$ cat src/rtl/ahb_app_arbiter_if.sv
// Requester-side and master-side signal bundle for ahb_app_arbiter.
// The arbiter connects through the slave modport; the environment uses master.
interface ahb_app_arbiter_if;
    logic [1:0]  req;
    logic [7:0]  req_opcode;
    logic [63:0] req_addr;
    logic [63:0] req_wdata;
    logic [7:0]  req_beats;
    logic [1:0]  gnt;
    logic [1:0]  wready;
    logic [31:0] rdata;
    logic [1:0]  rvalid;
    logic [1:0]  done;
    logic [1:0]  err;
    logic [3:0]  opcode;
    logic [31:0] addr;
    logic [31:0] data_in;
    logic        enable;
    logic        new_trans;
    logic        busy;
    logic [31:0] data_out;
    logic        data_valid;
    logic        error;
    logic        WAIT;

    modport slave (
        input  req, req_opcode, req_addr, req_wdata, req_beats,
        input  data_out, data_valid, error, WAIT,
        output gnt, wready, rdata, rvalid, done, err,
        output opcode, addr, data_in, enable, new_trans, busy
    );

    modport master (
        output req, req_opcode, req_addr, req_wdata, req_beats,
        output data_out, data_valid, error, WAIT,
        input  gnt, wready, rdata, rvalid, done, err,
        input  opcode, addr, data_in, enable, new_trans, busy
    );
endinterface

$ cat src/rtl/ahb_app_arbiter.sv
// Two-requester arbiter in front of a single bus master: issues a transaction,
// walks its burst addresses, drains, and aborts on error or a stuck WAIT.
module ahb_app_arbiter (
    input  logic             HCLK,
    input  logic             HRESETn,
    ahb_app_arbiter_if.slave bus
);
    typedef enum logic [2:0] {
        ST_IDLE  = 3'd0,
        ST_ISSUE = 3'd1,
        ST_BURST = 3'd2,
        ST_DRAIN = 3'd3,
        ST_ERR   = 3'd4
    } state_t;

    state_t      state_r;
    logic [1:0]  gnt_r;
    logic [1:0]  err_r;
    logic        last_gnt_r;
    logic        enable_r;
    logic        new_trans_r;
    logic [3:0]  opcode_r;
    logic [2:0]  cur_op_r;
    logic [31:0] cur_addr_r;
    logic [3:0]  beat_cnt_r;
    logic [7:0]  wd_r;

    logic        win_s;
    logic [3:0]  sel_op_s;
    logic [31:0] sel_addr_s;
    logic [3:0]  sel_beats_s;
    logic        active_s;
    logic        abort_s;
    logic        accept_s;

    function automatic logic [31:0] size_inc(input logic [1:0] size);
        case (size)
            2'b01:   size_inc = 32'd2;
            2'b10:   size_inc = 32'd4;
            default: size_inc = 32'd1;
        endcase
    endfunction

    // Pick the winner (tie goes to the requester not served last) and its fields.
    always_comb begin
        if (bus.req == 2'b11) begin
            win_s = ~last_gnt_r;
        end else if (bus.req[1]) begin
            win_s = 1'b1;
        end else begin
            win_s = 1'b0;
        end
        sel_op_s    = win_s ? bus.req_opcode[7:4]    : bus.req_opcode[3:0];
        sel_addr_s  = win_s ? bus.req_addr[63:32]    : bus.req_addr[31:0];
        sel_beats_s = win_s ? bus.req_beats[7:4]     : bus.req_beats[3:0];
    end

    assign active_s = (state_r == ST_ISSUE) || (state_r == ST_BURST) || (state_r == ST_DRAIN);
    // The 255th consecutive WAIT cycle counts as an error.
    assign abort_s  = active_s && (bus.error || (bus.WAIT && (wd_r == 8'd254)));
    assign accept_s = active_s && !bus.WAIT && !bus.error;

    assign bus.gnt       = gnt_r;
    assign bus.err       = err_r;
    assign bus.enable    = enable_r;
    assign bus.new_trans = new_trans_r;
    assign bus.opcode    = opcode_r;
    assign bus.addr      = cur_addr_r;
    assign bus.busy      = 1'b0;
    assign bus.rdata     = bus.data_out;
    assign bus.rvalid    = bus.data_valid ? gnt_r : 2'b00;
    assign bus.data_in   = gnt_r[1] ? bus.req_wdata[63:32] : bus.req_wdata[31:0];
    assign bus.wready    = (accept_s && (state_r != ST_DRAIN) && cur_op_r[2]) ? gnt_r : 2'b00;
    assign bus.done      = (accept_s && (state_r == ST_DRAIN)) ? gnt_r : 2'b00;

    // Transaction FSM with registered bus-side outputs.
    always_ff @(posedge HCLK or negedge HRESETn) begin
        if (!HRESETn) begin
            state_r     <= ST_IDLE;
            last_gnt_r  <= 1'b1;
            gnt_r       <= 2'b00;
            err_r       <= 2'b00;
            enable_r    <= 1'b0;
            new_trans_r <= 1'b0;
            opcode_r    <= 4'd0;
            cur_op_r    <= 3'd0;
            cur_addr_r  <= 32'd0;
            beat_cnt_r  <= 4'd0;
            wd_r        <= 8'd0;
        end else begin
            err_r <= 2'b00;
            if (abort_s) begin
                state_r     <= ST_ERR;
                err_r       <= gnt_r;
                enable_r    <= 1'b0;
                new_trans_r <= 1'b0;
                opcode_r    <= 4'd0;
                cur_addr_r  <= 32'd0;
                beat_cnt_r  <= 4'd0;
                wd_r        <= 8'd0;
            end else if (active_s && bus.WAIT) begin
                wd_r <= wd_r + 8'd1;
            end else begin
                wd_r <= 8'd0;
                case (state_r)
                    ST_IDLE: begin
                        if (bus.req != 2'b00) begin
                            state_r     <= ST_ISSUE;
                            gnt_r       <= win_s ? 2'b10 : 2'b01;
                            cur_op_r    <= sel_op_s[2:0];
                            opcode_r    <= sel_op_s;
                            cur_addr_r  <= sel_addr_s;
                            beat_cnt_r  <= sel_beats_s;
                            enable_r    <= 1'b1;
                            new_trans_r <= 1'b1;
                        end
                    end
                    ST_ISSUE, ST_BURST: begin
                        new_trans_r <= 1'b0;
                        if (beat_cnt_r == 4'd0) begin
                            state_r  <= ST_DRAIN;
                            opcode_r <= 4'd0;
                        end else begin
                            state_r    <= ST_BURST;
                            opcode_r   <= {1'b1, cur_op_r};
                            cur_addr_r <= cur_addr_r + size_inc(cur_op_r[1:0]);
                            beat_cnt_r <= beat_cnt_r - 4'd1;
                        end
                    end
                    ST_DRAIN: begin
                        state_r    <= ST_IDLE;
                        gnt_r      <= 2'b00;
                        enable_r   <= 1'b0;
                        cur_addr_r <= 32'd0;
                        last_gnt_r <= gnt_r[1];
                    end
                    ST_ERR: begin
                        state_r    <= ST_IDLE;
                        gnt_r      <= 2'b00;
                        last_gnt_r <= gnt_r[1];
                    end
                    default: begin
                        state_r <= ST_IDLE;
                    end
                endcase
            end
        end
    end
endmodule

$ cat src/flat_wrapper.sv
// flat-port wrapper written by rule: the top's interface ports become plain ports
module ahb_app_arbiter_flat 
  (HCLK, HRESETn, bus_req, bus_req_opcode, bus_req_addr, bus_req_wdata, bus_req_beats, bus_data_out, bus_data_valid, bus_error, bus_WAIT, bus_gnt, bus_wready, bus_rdata, bus_rvalid, bus_done, bus_err, bus_opcode, bus_addr, bus_data_in, bus_enable, bus_new_trans, bus_busy);
  ahb_app_arbiter_if bus_i ();
  input  logic HCLK;
  input  logic HRESETn;
  input wire logic [$bits(bus_i.req)-1:0] bus_req;
  input wire logic [$bits(bus_i.req_opcode)-1:0] bus_req_opcode;
  input wire logic [$bits(bus_i.req_addr)-1:0] bus_req_addr;
  input wire logic [$bits(bus_i.req_wdata)-1:0] bus_req_wdata;
  input wire logic [$bits(bus_i.req_beats)-1:0] bus_req_beats;
  input wire logic [$bits(bus_i.data_out)-1:0] bus_data_out;
  input wire logic [$bits(bus_i.data_valid)-1:0] bus_data_valid;
  input wire logic [$bits(bus_i.error)-1:0] bus_error;
  input wire logic [$bits(bus_i.WAIT)-1:0] bus_WAIT;
  output wire logic [$bits(bus_i.gnt)-1:0] bus_gnt;
  output wire logic [$bits(bus_i.wready)-1:0] bus_wready;
  output wire logic [$bits(bus_i.rdata)-1:0] bus_rdata;
  output wire logic [$bits(bus_i.rvalid)-1:0] bus_rvalid;
  output wire logic [$bits(bus_i.done)-1:0] bus_done;
  output wire logic [$bits(bus_i.err)-1:0] bus_err;
  output wire logic [$bits(bus_i.opcode)-1:0] bus_opcode;
  output wire logic [$bits(bus_i.addr)-1:0] bus_addr;
  output wire logic [$bits(bus_i.data_in)-1:0] bus_data_in;
  output wire logic [$bits(bus_i.enable)-1:0] bus_enable;
  output wire logic [$bits(bus_i.new_trans)-1:0] bus_new_trans;
  output wire logic [$bits(bus_i.busy)-1:0] bus_busy;
  assign bus_i.req = bus_req;
  assign bus_i.req_opcode = bus_req_opcode;
  assign bus_i.req_addr = bus_req_addr;
  assign bus_i.req_wdata = bus_req_wdata;
  assign bus_i.req_beats = bus_req_beats;
  assign bus_i.data_out = bus_data_out;
  assign bus_i.data_valid = bus_data_valid;
  assign bus_i.error = bus_error;
  assign bus_i.WAIT = bus_WAIT;
  assign bus_gnt = bus_i.gnt;
  assign bus_wready = bus_i.wready;
  assign bus_rdata = bus_i.rdata;
  assign bus_rvalid = bus_i.rvalid;
  assign bus_done = bus_i.done;
  assign bus_err = bus_i.err;
  assign bus_opcode = bus_i.opcode;
  assign bus_addr = bus_i.addr;
  assign bus_data_in = bus_i.data_in;
  assign bus_enable = bus_i.enable;
  assign bus_new_trans = bus_i.new_trans;
  assign bus_busy = bus_i.busy;
  ahb_app_arbiter u_core (.HCLK(HCLK), .HRESETn(HRESETn), .bus(bus_i));
endmodule
$ cat config.mk
export PLATFORM = sky130hd
export DESIGN_NAME = ahb_app_arbiter_flat
export DESIGN_NICKNAME = d
export VERILOG_FILES = /design/src/rtl/ahb_app_arbiter_if.sv /design/src/rtl/ahb_app_arbiter.sv /design/src/flat_wrapper.sv
export SDC_FILE = /design/constraint.sdc
export NUM_CORES = 1
export LEC_CHECK = 0
export BUFFER_PORTS_ARGS = -buffer_cell sky130_fd_sc_hd__buf_2
export CORE_MARGIN = 2
export CORE_UTILIZATION = 40
export DETAILED_ROUTE_END_ITERATION = 10
export GPL_ROUTABILITY_DRIVEN = 0
export PLACE_DENSITY_LB_ADDON = 0.05
export SYNTH_ARGS = -nofsm -noshare
export SYNTH_HDL_FRONTEND = slang
export SYNTH_SLANG_ARGS = --single-unit
$ cat constraint.sdc
create_clock -name HCLK -period 3 [get_ports HCLK]
set_input_delay 0.15 -clock HCLK [delete_from_list [all_inputs] [get_ports HCLK]]
set_output_delay 0.15 -clock HCLK [all_outputs]
set_load 0.05 [all_outputs]
==> impl_summary.log, run 1 <==
INFO  metric area.growth.synth_to_final = 29.5%
INFO  metric pre_cts_slack = 0.245 ns
INFO  metric finalHoldViolations = 0
INFO  metric design.die.area = 0.0130 mm^2
INFO  metric clock_power_share = 16.7%
INFO  metric min-delay-path-class = input pin to flop
INFO  metric detail_route.first_pass.iterations = 5
INFO  metric layout.nets = a little under 1000
INFO  metric yosysSeqAreaShare = between 30% and 40%
INFO  metric cellPowerDensity = around 1100 mW/mm^2
INFO  metric maxSlewHeadroom = around 43%
INFO  metric critical_path_class = flop to flop
INFO  metric clock_tree_from_tritoncts = done
INFO  metric yosysWarningCount = 0
INFO  metric clock-sinks = between 60 and 70
INFO  metric crit_arrival = about 3.0 ns
INFO  metric required_time_of_the_critical_path = between 3 and 4 ns
INFO  metric clock_tree.htree_level_count = 3
INFO  metric p_sw_share = 53.5%
INFO  metric drcViolationCount = 0
INFO  metric cp_max_fo = 7
INFO  metric number_of_max_cap_violations = 0
INFO  metric placement_rows = 40
INFO  metric setup_tns = 0 ns
INFO  metric postSynth.topFlopCell = sky130_fd_sc_hd__dfrtp_1
INFO  metric cell_area_synth = about 0.0049 mm^2
INFO  metric die_y = between 100 and 150 um
INFO  metric setup_viol_count_final = 0
INFO  metric postLayoutSetupSlackWorst = around 0.22 ns
INFO  metric detailroute.via_count = roughly 5300
INFO  metric syn-mean-instance-area = 8.41 um^2
INFO  metric drtAntennaViolNets = 0
INFO  metric insertion_delay = between 0.3 and 0.4 ns
INFO  metric initial_core_util = 40.7%
INFO  metric drv_slew = 0
INFO  metric antennaDiodeCount = 0
INFO  metric ys_types = 67
INFO  metric grt_pass1_wl = 27200 um
INFO  metric largest_net_degree_at_the_start_of_global_routing = 35
INFO  metric post_drt_wl_per_cell = between 15 and 20 um
INFO  metric floorplan.core_area = between 0.01 and 0.015 mm^2
INFO  metric synth_edf_count = 0
INFO  metric routed_via_density = between 5 and 6
INFO  metric grt_setup_unrepaired = no
INFO  metric critical_path.startpoint_type = flop
INFO  metric ys_ff_latch = just over 60
INFO  metric min_cycle_time_layout = around 2.8 ns
INFO  metric final_layout_size_suffix_gt1_share = roughly two fifths
INFO  metric number_of_global_route_vias_before_repair = between 5000 and 6000
INFO  metric hpwl = approximately 14000 um
INFO  metric antenna_found_initial = 0
INFO  metric max-vdd-ir-drop = 569 uV
INFO  metric numPortBuffers = 230
INFO  metric netSwitchingPower = about 0.0036 W
INFO  metric fillers = ~1200
INFO  metric seq_power_share = 23.0%
INFO  metric outcome = finished, final reports clean
INFO  metric io-pin-count = just under 300
INFO  metric clockRootBuffer = sky130_fd_sc_hd__clkbuf_16
INFO  metric postSynthCellCount = about 580
INFO  metric layout.cells.most_common_list = sky130_fd_sc_hd__buf_2 (230), sky130_fd_sc_hd__nand2_1 (72), sky130_fd_sc_hd__dfrtp_1 (60)
INFO  metric most_common_cell_after_layout_fill_and_taps_aside = sky130_fd_sc_hd__buf_2
INFO  metric overflow = 0
INFO  metric synth_async_sr_flop_share = 100%
INFO  metric fp.dieW = 114 um
INFO  metric drt_wl_total = approximately 18000 um
INFO  metric achievable-frequency = about 360 MHz
INFO  metric path_clk_slew = ~0.06 ns
INFO  metric clock_tree.buffer_depth = 2
INFO  metric cts_made_buffers = 9
INFO  metric clock_skew = ~0.0062 ns
INFO  metric postSynthNetCount = between 700 and 800
INFO  metric first_iter_violations = 380
INFO  metric power.static_leakage = roughly 3.1 nW
INFO  metric comb_power_share = 60.3%
INFO  metric power_report.internal_total = ~0.0032 W
INFO  metric worst-r2r-setup-slack = between 0.2 and 0.25 ns
INFO  metric timing.critical_path.to_type = flop
INFO  metric grtUsageTotal = a little over a quarter
INFO  metric period_share = 92.5%
INFO  metric worst_slew_pin_slew = 0.853 ns
metrics by stage:
step / utilization, % / std cells / instance area, um^2 / hold WS [ns] / total power, W
after global routing: 52.8 / 924 / 6280 / 0.229 / 0.00718
after detailed placement: 49.9 / 907 / 5940 / 0.295 / 0.00563
after global placement: 49.9 / 907 / 5940 / 0.300 / 0.00559
after floorplan: - / 577 / 4850 / -0.146 / 0.00458
after CTS: 52.7 / 924 / 6270 / 0.198 / 0.00678
final: 52.8 / 924 / 6280 / 0.199 / 0.00678
worst max-delay path, cell delays in order, from the launching register on:
cell	delay (ns)
sky130_fd_sc_hd__dfrtp_1	0.39
sky130_fd_sc_hd__inv_1	0.06
sky130_fd_sc_hd__ha_1	0.27
sky130_fd_sc_hd__ha_1	0.17
sky130_fd_sc_hd__inv_1	0.06
sky130_fd_sc_hd__fa_1	0.40
sky130_fd_sc_hd__nor2b_1	0.23
sky130_fd_sc_hd__o211ai_1	0.33
sky130_fd_sc_hd__nor4_2	0.45
sky130_fd_sc_hd__o21ai_0	0.13
sky130_fd_sc_hd__o2bb2ai_1	0.15
cell type report:
cell class	count	area, um^2	share of cell area (%)
Sequential cell	61	1530	24.3
Clock inverter	4	72.6	1.15
Tap cell	147	184	2.93
Inverter	18	67.6	1.08
Multi-Input combinational cell	433	2890	46.0
Timing Repair Buffer	249	1300	20.6
Clock buffer	12	246	3.92
registers in the layout (all words and copies together) (netlist names):
signal	count
u_core.cur_op_r	3
u_core.bus.addr	32
u_core.beat_cnt_r	4
u_core.bus.enable	1
u_core.bus.err	2
u_core.bus.new_trans	1
u_core.state_r	3
u_core.bus.opcode	4
u_core.wd_r	8
u_core.last_gnt_r	1
u_core.bus.gnt	2
routing by layer:
layer	up-vias	wire length (um)	GRT usage [%]
li1	2496	-	-
met5	-	0	0
met2	238	7890	40.7
met1	2518	8020	37.8
met4	0	337	9.43
met3	27	1370	5.51
final timing paths:
path	from	to	cells past startpoint
setup / recovery	u_core.cur_op_r[0]	u_core.bus.addr[24]	10
hold / removal	bus_req_beats[1]	u_core.beat_cnt_r[1]	4
setup reg to reg	u_core.cur_op_r[0]	u_core.bus.addr[24]	10
hold reg to reg	u_core.bus.opcode[3]	u_core.bus.opcode[3]	1
max in group asynchronous	HRESETn	u_core.last_gnt_r	3
min in group asynchronous	HRESETn	u_core.bus.addr[31]	2
cell usage after synthesis (9+ instances only):
| cell | count | area (um^2) |
|---|---|---|
| sky130_fd_sc_hd__inv_1 | 18 | 67.6 |
| sky130_fd_sc_hd__dfrtp_1 | 60 | 1500 |
| sky130_fd_sc_hd__buf_4 | 34 | 255 |
| sky130_fd_sc_hd__o21ai_0 | 37 | 185 |
| sky130_fd_sc_hd__nand2_1 | 72 | 270 |
| sky130_fd_sc_hd__ha_1 | 9 | 113 |
| sky130_fd_sc_hd__nand3_1 | 21 | 105 |
| sky130_fd_sc_hd__a21o_1 | 9 | 67.6 |
| sky130_fd_sc_hd__nor2_1 | 33 | 124 |
| sky130_fd_sc_hd__nor3_1 | 12 | 60.1 |
| sky130_fd_sc_hd__clkbuf_1 | 19 | 71.3 |
| sky130_fd_sc_hd__and3_1 | 11 | 68.8 |
| sky130_fd_sc_hd__a21oi_1 | 40 | 200 |
| sky130_fd_sc_hd__and2_1 | 9 | 56.3 |
| sky130_fd_sc_hd__mux2_2 | 35 | 394 |
| sky130_fd_sc_hd__mux2i_1 | 16 | 160 |
cells by family (layout without fill, tap and decap cells):
group / Yosys count / in the layout / share of synthesized area (%)
xor gates and xnor gates: 8 / 8 / 1.44
buffers and inverters: 83 / 283 / 9.26
DFF: 61 / 61 / 31.5
and+or+nand+nor: 196 / 196 / 20.0
adders and majority gates: 10 / 10 / 2.73
other: 1 / 1 / 0.0773
AOI/OAI and AO/OA: 167 / 167 / 23.5
muxes: 51 / 51 / 11.4
what timing repair did:
action,in CTS,in global routing
hold endpoints to repair,32,0
resized for setup,0,2
buffers inserted,0,0
setup endpoints to repair,0,6
hold buffers,1,0
power by group through the flow:
stage / logic [W] / clock network [W] / registers [W]
after floorplan: 0.00239 / 0 / 0.00220
after global placement: 0.00404 / 0 / 0.00155
after detailed placement: 0.00407 / 0 / 0.00156
after CTS: 0.00409 / 0.00114 / 0.00155
after global routing: 0.00438 / 0.00119 / 0.00161
final: 0.00409 / 0.00113 / 0.00156
Note: power is estimated with default switching activity, not from simulation.
==> run 2: changes to the inputs <==
==> constraint.sdc (replaced) <==
create_clock -name HCLK -period 2.9 [get_ports HCLK]
set_input_delay 0.145 -clock HCLK [delete_from_list [all_inputs] [get_ports HCLK]]
set_output_delay 0.145 -clock HCLK [all_outputs]
set_load 0.05 [all_outputs]
==> impl_summary.log, run 2 (same netlist as run 1, synthesis figures left out) <==
INFO  metric clockRootBuffer = sky130_fd_sc_hd__clkbuf_16 (unchanged)
INFO  metric placement_rows = 40 (unchanged)
INFO  metric routed_via_density = 5.73 (was 5.71)
INFO  metric hpwl = 13600 um (was 13500 um)
INFO  metric most_common_cell_after_layout_fill_and_taps_aside = sky130_fd_sc_hd__buf_2 (unchanged)
INFO  metric io-pin-count = 296 (unchanged)
INFO  metric fillers = 1156 (was 1188)
INFO  metric required_time_of_the_critical_path = 3.11 ns (was 3.20 ns)
INFO  metric maxSlewHeadroom = 37.4% (was 42.8%)
INFO  metric largest_register_ff_count = 32 (unchanged)
INFO  metric drcViolationCount = 0 (unchanged)
INFO  metric insertion_delay = 0.33 ns (about the same)
INFO  metric design.die.area = 0.0130 mm^2 (unchanged)
INFO  metric max-vdd-ir-drop = 488 uV (was 569 uV)
INFO  metric clock-sinks = 61 (unchanged)
INFO  metric worst-r2r-setup-slack = 0.12 ns (was 0.22 ns)
INFO  metric cellPowerDensity = 1100 mW/mm^2 (was 1080 mW/mm^2)
INFO  metric floorplan.core_area = 0.0119 mm^2 (unchanged)
INFO  metric power.static_leakage = 3.15 nW (was 3.14 nW)
INFO  metric final_layout_size_suffix_gt1_share = 40.5% (was 40.0%)
INFO  metric drt_wl_total = 17600 um (about the same)
INFO  metric clock_tree.htree_level_count = 3 (unchanged)
INFO  metric outcome = finished, final reports clean (unchanged)
INFO  metric drv_slew = 0 (unchanged)
INFO  metric detailroute.via_count = 5290 (was 5279)
INFO  metric finalCoreUtilization = 53.0% (was 52.8%)
INFO  metric crit_arrival = 2.99 ns (was 2.98 ns)
INFO  metric numPortBuffers = 230 (unchanged)
INFO  metric grtUsageTotal = 26.8% (about the same)
INFO  metric period_share = 95.9% (was 92.5%)
INFO  metric achievable-frequency = 359 MHz (was 360 MHz)
INFO  metric min_cycle_time_layout = 2.78 ns (about the same)
INFO  metric cp_max_fo = 4 (was 7)
INFO  metric layout.nets = 965 (unchanged)
INFO  metric setup_tns = 0 ns (unchanged)
INFO  metric cts_made_buffers = 9 (unchanged)
INFO  metric clock_tree_from_tritoncts = done (unchanged)
INFO  metric largest_net_degree_at_the_start_of_global_routing = 33 (was 35)
INFO  metric finalHoldViolations = 0 (unchanged)
INFO  metric critical_path.startpoint_type = flop (unchanged)
INFO  metric number_of_global_route_vias_before_repair = 5101 (was 5079)
INFO  metric critical_path_class = flop to flop (unchanged)
INFO  metric die_y = 114 um (unchanged)
INFO  metric first_iter_violations = 364 (was 380)
INFO  metric clock_skew = 0.00738 ns (was 0.00619 ns)
INFO  metric antenna_found_initial = 0 (unchanged)
INFO  metric path_clk_slew = 0.06 ns (about the same)
INFO  metric fp.dieW = 114 um (unchanged)
INFO  metric overflow = 0 (unchanged)
INFO  metric grt_pass1_wl = 27500 um (was 27200 um)
INFO  metric min-delay-path-class = input pin to flop (unchanged)
INFO  metric number_of_max_cap_violations = 0 (unchanged)
INFO  metric timing.critical_path.to_type = flop (unchanged)
INFO  metric initial_core_util = 40.7% (unchanged)
INFO  metric post_drt_wl_per_cell = 19.0 um (was 19.1 um)
INFO  metric drtAntennaViolNets = 0 (unchanged)
INFO  metric worst_slew_pin_slew = 0.934 ns (was 0.853 ns)
INFO  metric layout.cells.most_common_list = sky130_fd_sc_hd__buf_2 (230), sky130_fd_sc_hd__nand2_1 (72), sky130_fd_sc_hd__dfrtp_1 (60) (unchanged)
INFO  metric antennaDiodeCount = 0 (unchanged)
INFO  metric clock_tree.buffer_depth = 2 (unchanged)
INFO  metric area.growth.synth_to_final = 30.0% (was 29.5%)
INFO  metric detail_route.first_pass.iterations = 6 (was 5)
INFO  metric setup_viol_count_final = 0 (unchanged)
[run 2: critical path: stages (launching register included)]
cell and delay, ns:
sky130_fd_sc_hd__dfrtp_1 0.40, sky130_fd_sc_hd__ha_1 0.28, sky130_fd_sc_hd__ha_1 0.18, sky130_fd_sc_hd__inv_1 0.06
sky130_fd_sc_hd__fa_1 0.41, sky130_fd_sc_hd__nor2b_2 0.20, sky130_fd_sc_hd__o211ai_1 0.29, sky130_fd_sc_hd__buf_4 0.26
sky130_fd_sc_hd__nor3_1 0.18, sky130_fd_sc_hd__o21ai_0 0.13, sky130_fd_sc_hd__a22o_1 0.28
[run 2: routing by layer]
layer | up-vias | global-route usage (%) | wire [um]
met5 | - | 0 | 0
met4 | 0 | 6.42 | 199
met3 | 15 | 8.15 | 1620
met2 | 246 | 41.7 | 8030
met1 | 2538 | 36.6 | 7730
li1 | 2491 | - | -
[run 2: timing repair]
item | in CTS | in global routing
setup buffers | 0 | 1
hold buffers | 1 | 0
gates resized for setup | 0 | 5
endpoints found under the hold margin | 29 | 0
endpoints found under the setup margin | 0 | 9
[run 2: cell type report]
class	count	area (um^2)	area share, %
Clock buffer	9	225	3.57
Clock inverter	7	75.1	1.19
Inverter	18	67.6	1.07
Multi-Input combinational cell	433	2910	46.1
Sequential cell	61	1530	24.2
Tap cell	147	184	2.92
Timing Repair Buffer	249	1320	20.9
[run 2: worst paths after layout]
path | startpoint | cells past startpoint | endpoint
min in group asynchronous | HRESETn | 2 | u_core.bus.addr[21]
max in group asynchronous | HRESETn | 3 | u_core.last_gnt_r
max | u_core.cur_op_r[1] | 10 | u_core.bus.addr[14]
min reg2reg | u_core.bus.opcode[3] | 1 | u_core.bus.opcode[3]
max reg2reg | u_core.cur_op_r[1] | 10 | u_core.bus.addr[14]
min | bus_req_beats[2] | 4 | u_core.beat_cnt_r[2]
[run 2: power breakdown]
group	switching [W]	leakage [nW]	internal, W
combinational	0.00289	2.23	0.00130
sequential	0.000461	0.784	0.00117
clock	0.000419	0.138	0.000667
total	0.00377	3.15	0.00314
[run 2: metrics by stage]
stage | hold slack, ns | total power (W) | setup WS [ns] | std cells | instance area [um^2]
finish | 0.205 | 0.00692 | 0.118 | 924 | 6310
global route | 0.244 | 0.00734 | -0.0383 | 924 | 6310
CTS | 0.205 | 0.00691 | 0.109 | 923 | 6270
detailed placement | 0.261 | 0.00581 | 0.113 | 906 | 5960
global placement | 0.264 | 0.00575 | 0.221 | 906 | 5960
floorplan | -0.151 | 0.00474 | 0.378 | 577 | 4850
==> run 3: changes to the inputs <==
--- a/config.mk
+++ b/config.mk
@@ -8,9 +8,11 @@
 export BUFFER_PORTS_ARGS = -buffer_cell sky130_fd_sc_hd__buf_2
 export CORE_MARGIN = 2
 export CORE_UTILIZATION = 40
+export CTS_CLUSTER_DIAMETER = 80
 export DETAILED_ROUTE_END_ITERATION = 10
 export GPL_ROUTABILITY_DRIVEN = 0
 export PLACE_DENSITY_LB_ADDON = 0.05
+export RECOVER_POWER = 25
 export SYNTH_ARGS = -nofsm -noshare
 export SYNTH_HDL_FRONTEND = slang
 export SYNTH_SLANG_ARGS = --single-unit
==> constraint.sdc (replaced) <==
create_clock -name HCLK -period 2.9 [get_ports HCLK]
set_input_delay 0.145 -clock HCLK [delete_from_list [all_inputs] [get_ports HCLK]]
set_output_delay 0.145 -clock HCLK [all_outputs]
set_load 0.01 [all_outputs]
==> impl_summary.log, run 3 (same netlist as run 1, synthesis figures left out) <==
INFO  metric drv_slew = 30 (was 0)
INFO  metric pre_cts_slack = 0.113 ns (unchanged)
INFO  metric seq_power_share = 28.4% (was 23.6%)
INFO  metric initial_core_util = 40.7% (unchanged)
INFO  metric finalHoldViolations = 0 (unchanged)
INFO  metric clock_tree.htree_level_count = 3 (unchanged)
INFO  metric met2_usage = 41.7% (unchanged)
INFO  metric use_met3 = 8.15% (unchanged)
INFO  metric clock-sinks = 61 (unchanged)
INFO  metric detailroute.via_count = 5272 (was 5290)
INFO  metric antenna_found_initial = 0 (unchanged)
INFO  metric overflow = 0 (unchanged)
INFO  metric most_common_cell_after_layout_fill_and_taps_aside = sky130_fd_sc_hd__buf_2 (unchanged)
INFO  metric detail_route.first_pass.iterations = 5 (was 6)
INFO  metric placement_rows = 40 (unchanged)
INFO  metric hpwl = 13600 um (unchanged)
INFO  metric antennaDiodeCount = 0 (unchanged)
INFO  metric met1_demand_to_capacity_share_in_global_routing = 36.6% (unchanged)
INFO  metric critical-path-max-stage-delay = 0.41 ns (about the same)
INFO  metric outcome = finished, violations left (was finished, final reports clean)
INFO  metric power.static_leakage = 3.11 nW (was 3.15 nW)
INFO  metric number_of_global_route_vias_before_repair = 5101 (unchanged)
INFO  metric numPortBuffers = 230 (unchanged)
INFO  metric clock_tree_from_tritoncts = done (unchanged)
INFO  metric drt_wl_total = 17600 um (about the same)
INFO  metric worst_path_cell_trace = ha_1, ha_1, inv_1, fa_1, nor2b_2, o211ai_1, buf_4, nor3_1, o21ai_0, a22o_1 (unchanged)
INFO  metric p_sw_share = 46.0% (was 54.6%)
INFO  metric cts_made_buffers = 9 (unchanged)
INFO  metric worst-path-buf-inv = 2 (unchanged)
INFO  metric timing.hold.ws = 0.206 ns (was 0.205 ns)
INFO  metric path_clk_slew = 0.06 ns (about the same)
INFO  metric min_cycle_time_layout = 2.80 ns (was 2.78 ns)
INFO  metric cp_max_fo = 4 (unchanged)
INFO  metric timing.critical_path.mode_cell = sky130_fd_sc_hd__ha_1 (unchanged)
INFO  metric cellPowerDensity = 918 mW/mm^2 (was 1100 mW/mm^2)
INFO  metric max-vdd-ir-drop = 383 uV (was 488 uV)
INFO  metric postLayoutCellArea = 0.00629 mm^2 (was 0.00631 mm^2)
INFO  metric clock_power_share = 18.8% (was 15.7%)
INFO  metric clock_skew = 0.00746 ns (was 0.00738 ns)
INFO  metric timing.critical_path.to_type = flop (unchanged)
INFO  metric drcViolationCount = 0 (unchanged)
INFO  metric setup_viol_count_final = 0 (unchanged)
INFO  metric post_drt_wl_per_cell = 19.1 um (was 19.0 um)
INFO  metric critical_path_class = flop to flop (unchanged)
INFO  metric maxSlewHeadroom = -22.4% (was 37.4%)
INFO  metric power_report.internal_total = 0.00312 W (was 0.00314 W)
INFO  metric area.growth.synth_to_final = 29.7% (was 30.0%)
INFO  metric io-pin-count = 296 (unchanged)
INFO  metric total_power = 0.00577 W (was 0.00692 W)
INFO  metric fp.dieW = 114 um (unchanged)
INFO  metric clock_tree.buffer_depth = 2 (unchanged)
INFO  metric design.die.area = 0.0130 mm^2 (unchanged)
INFO  metric post_dp_area = 0.00596 mm^2 (unchanged)
INFO  metric required_time_of_the_critical_path = 3.11 ns (about the same)
INFO  metric achievable-frequency = 357 MHz (was 359 MHz)
INFO  metric grtUsageTotal = 26.8% (unchanged)
INFO  metric critical_path.startpoint_type = flop (unchanged)
INFO  metric violations = capacitance limit, slew limit
INFO  metric comb_power_share = 52.8% (was 60.7%)
INFO  metric critical_path.slowest_cell = sky130_fd_sc_hd__fa_1 (unchanged)
INFO  metric routed_via_density = 5.71 (was 5.73)
INFO  metric grt_pass1_wl = 27500 um (unchanged)
INFO  metric largest_net_degree_at_the_start_of_global_routing = 33 (unchanged)
INFO  metric busiest_layer_in_global_routing = met2 (unchanged)
INFO  metric largest_register_ff_count = 32 (unchanged)
INFO  metric period_share = 96.7% (was 95.9%)
INFO  metric insertion_delay = 0.33 ns (about the same)
INFO  metric worst_slew_pin_slew = 1.84 ns (was 0.934 ns)
INFO  metric cpLargestDelayFamily = adder cells (unchanged)
INFO  metric clockRootBuffer = sky130_fd_sc_hd__clkbuf_16 (unchanged)
INFO  metric number_of_max_cap_violations = 1 (was 0)
INFO  metric setup_tns = 0 ns (unchanged)
INFO  metric drtAntennaViolNets = 0 (unchanged)
INFO  metric layout.cells.most_common_list = sky130_fd_sc_hd__buf_2 (217), sky130_fd_sc_hd__nand2_1 (72), sky130_fd_sc_hd__dfrtp_1 (60) (was sky130_fd_sc_hd__buf_2 (230), sky130_fd_sc_hd__nand2_1 (72), sky130_fd_sc_hd__dfrtp_1 (60))
INFO  metric crit_arrival = 3.02 ns (was 2.99 ns)
INFO  metric min-delay-path-class = input pin to flop (unchanged)
INFO  metric die_y = 114 um (unchanged)
INFO  metric netSwitchingPower = 0.00265 W (was 0.00377 W)
INFO  metric layout.nets = 965 (unchanged)
INFO  metric floorplan.core_area = 0.0119 mm^2 (unchanged)
INFO  metric postLayoutSetupSlackWorst = 0.0960 ns (was 0.118 ns)
INFO  metric first_iter_violations = 371 (was 364)
INFO  metric final_layout_size_suffix_gt1_share = 38.9% (was 40.5%)
[run 3: cell count changes in the layout (fill, tap and decap cells not counted), sizes merged]
cell,before,now
buf,248,235
clkbuf,9,22
[run 3: layout make-up]
type | instances | area (um^2)
Tap cell | 147 | 184
Timing Repair Buffer | 249 | 1310
Sequential cell | 61 | 1530
Multi-Input combinational cell | 433 | 2910
Clock inverter | 7 | 75.1
Inverter | 18 | 67.6
Clock buffer | 9 | 225
Fill cell | 1164 | 5620
[run 3: through the flow]
stage                     util, %  instances
final                        52.8        924
after global routing         52.8        924
after CTS                    52.7        923
after detailed placement     50.1        906
after global placement       50.1        906
after floorplan                 -        577
[run 3: final timing paths]
path	slack [ns]	to	cells past startpoint	start
worst max-delay path	0.1	u_core.bus.addr[14]	10	u_core.cur_op_r[1]
worst min-delay path	0.21	u_core.beat_cnt_r[2]	4	bus_req_beats[2]
worst max register to register	0.1	u_core.bus.addr[14]	10	u_core.cur_op_r[1]
worst min register to register	0.49	u_core.bus.opcode[3]	1	u_core.bus.opcode[3]
max in group asynchronous	0.97	u_core.bus.addr[3]	2	HRESETn
min in group asynchronous	0.86	u_core.bus.addr[21]	2	HRESETn
[run 3: power groups by stage]
stage	Clock, W	Combinational [W]	Sequential, W
detailed placement	0	0.00304	0.00164
finish	0.00108	0.00305	0.00164
CTS	0.00111	0.00305	0.00163
global placement	0	0.00300	0.00162
global route	0.00114	0.00337	0.00170
floorplan	0	0.00198	0.00157
[run 3: metal layers]
| layer | vias up | wire, um |
|---|---|---|
| li1 | 2487 | - |
| met1 | 2530 | 7780 |
| met2 | 240 | 8010 |
| met3 | 15 | 1620 |
| met4 | 0 | 199 |
| met5 | - | 0 |
[run 3: timing repair]
item                                    4_1_cts  5_1_grt
endpoints found under the hold margin        29        0
buffers inserted                              0        1
endpoints found under the setup margin        0        9
gates resized for setup                       0        5
hold buffers                                  1        0
[run 3: worst register-to-register path, stage by stage, from the launching register on]
cell and delay, ns:
sky130_fd_sc_hd__dfrtp_1 0.40, sky130_fd_sc_hd__ha_1 0.28, sky130_fd_sc_hd__ha_1 0.18, sky130_fd_sc_hd__inv_1 0.06, sky130_fd_sc_hd__fa_1 0.41, sky130_fd_sc_hd__nor2b_2 0.19, sky130_fd_sc_hd__o211ai_1 0.29, sky130_fd_sc_hd__buf_4 0.27
sky130_fd_sc_hd__nor3_1 0.19, sky130_fd_sc_hd__o21ai_0 0.13, sky130_fd_sc_hd__a22o_1 0.28
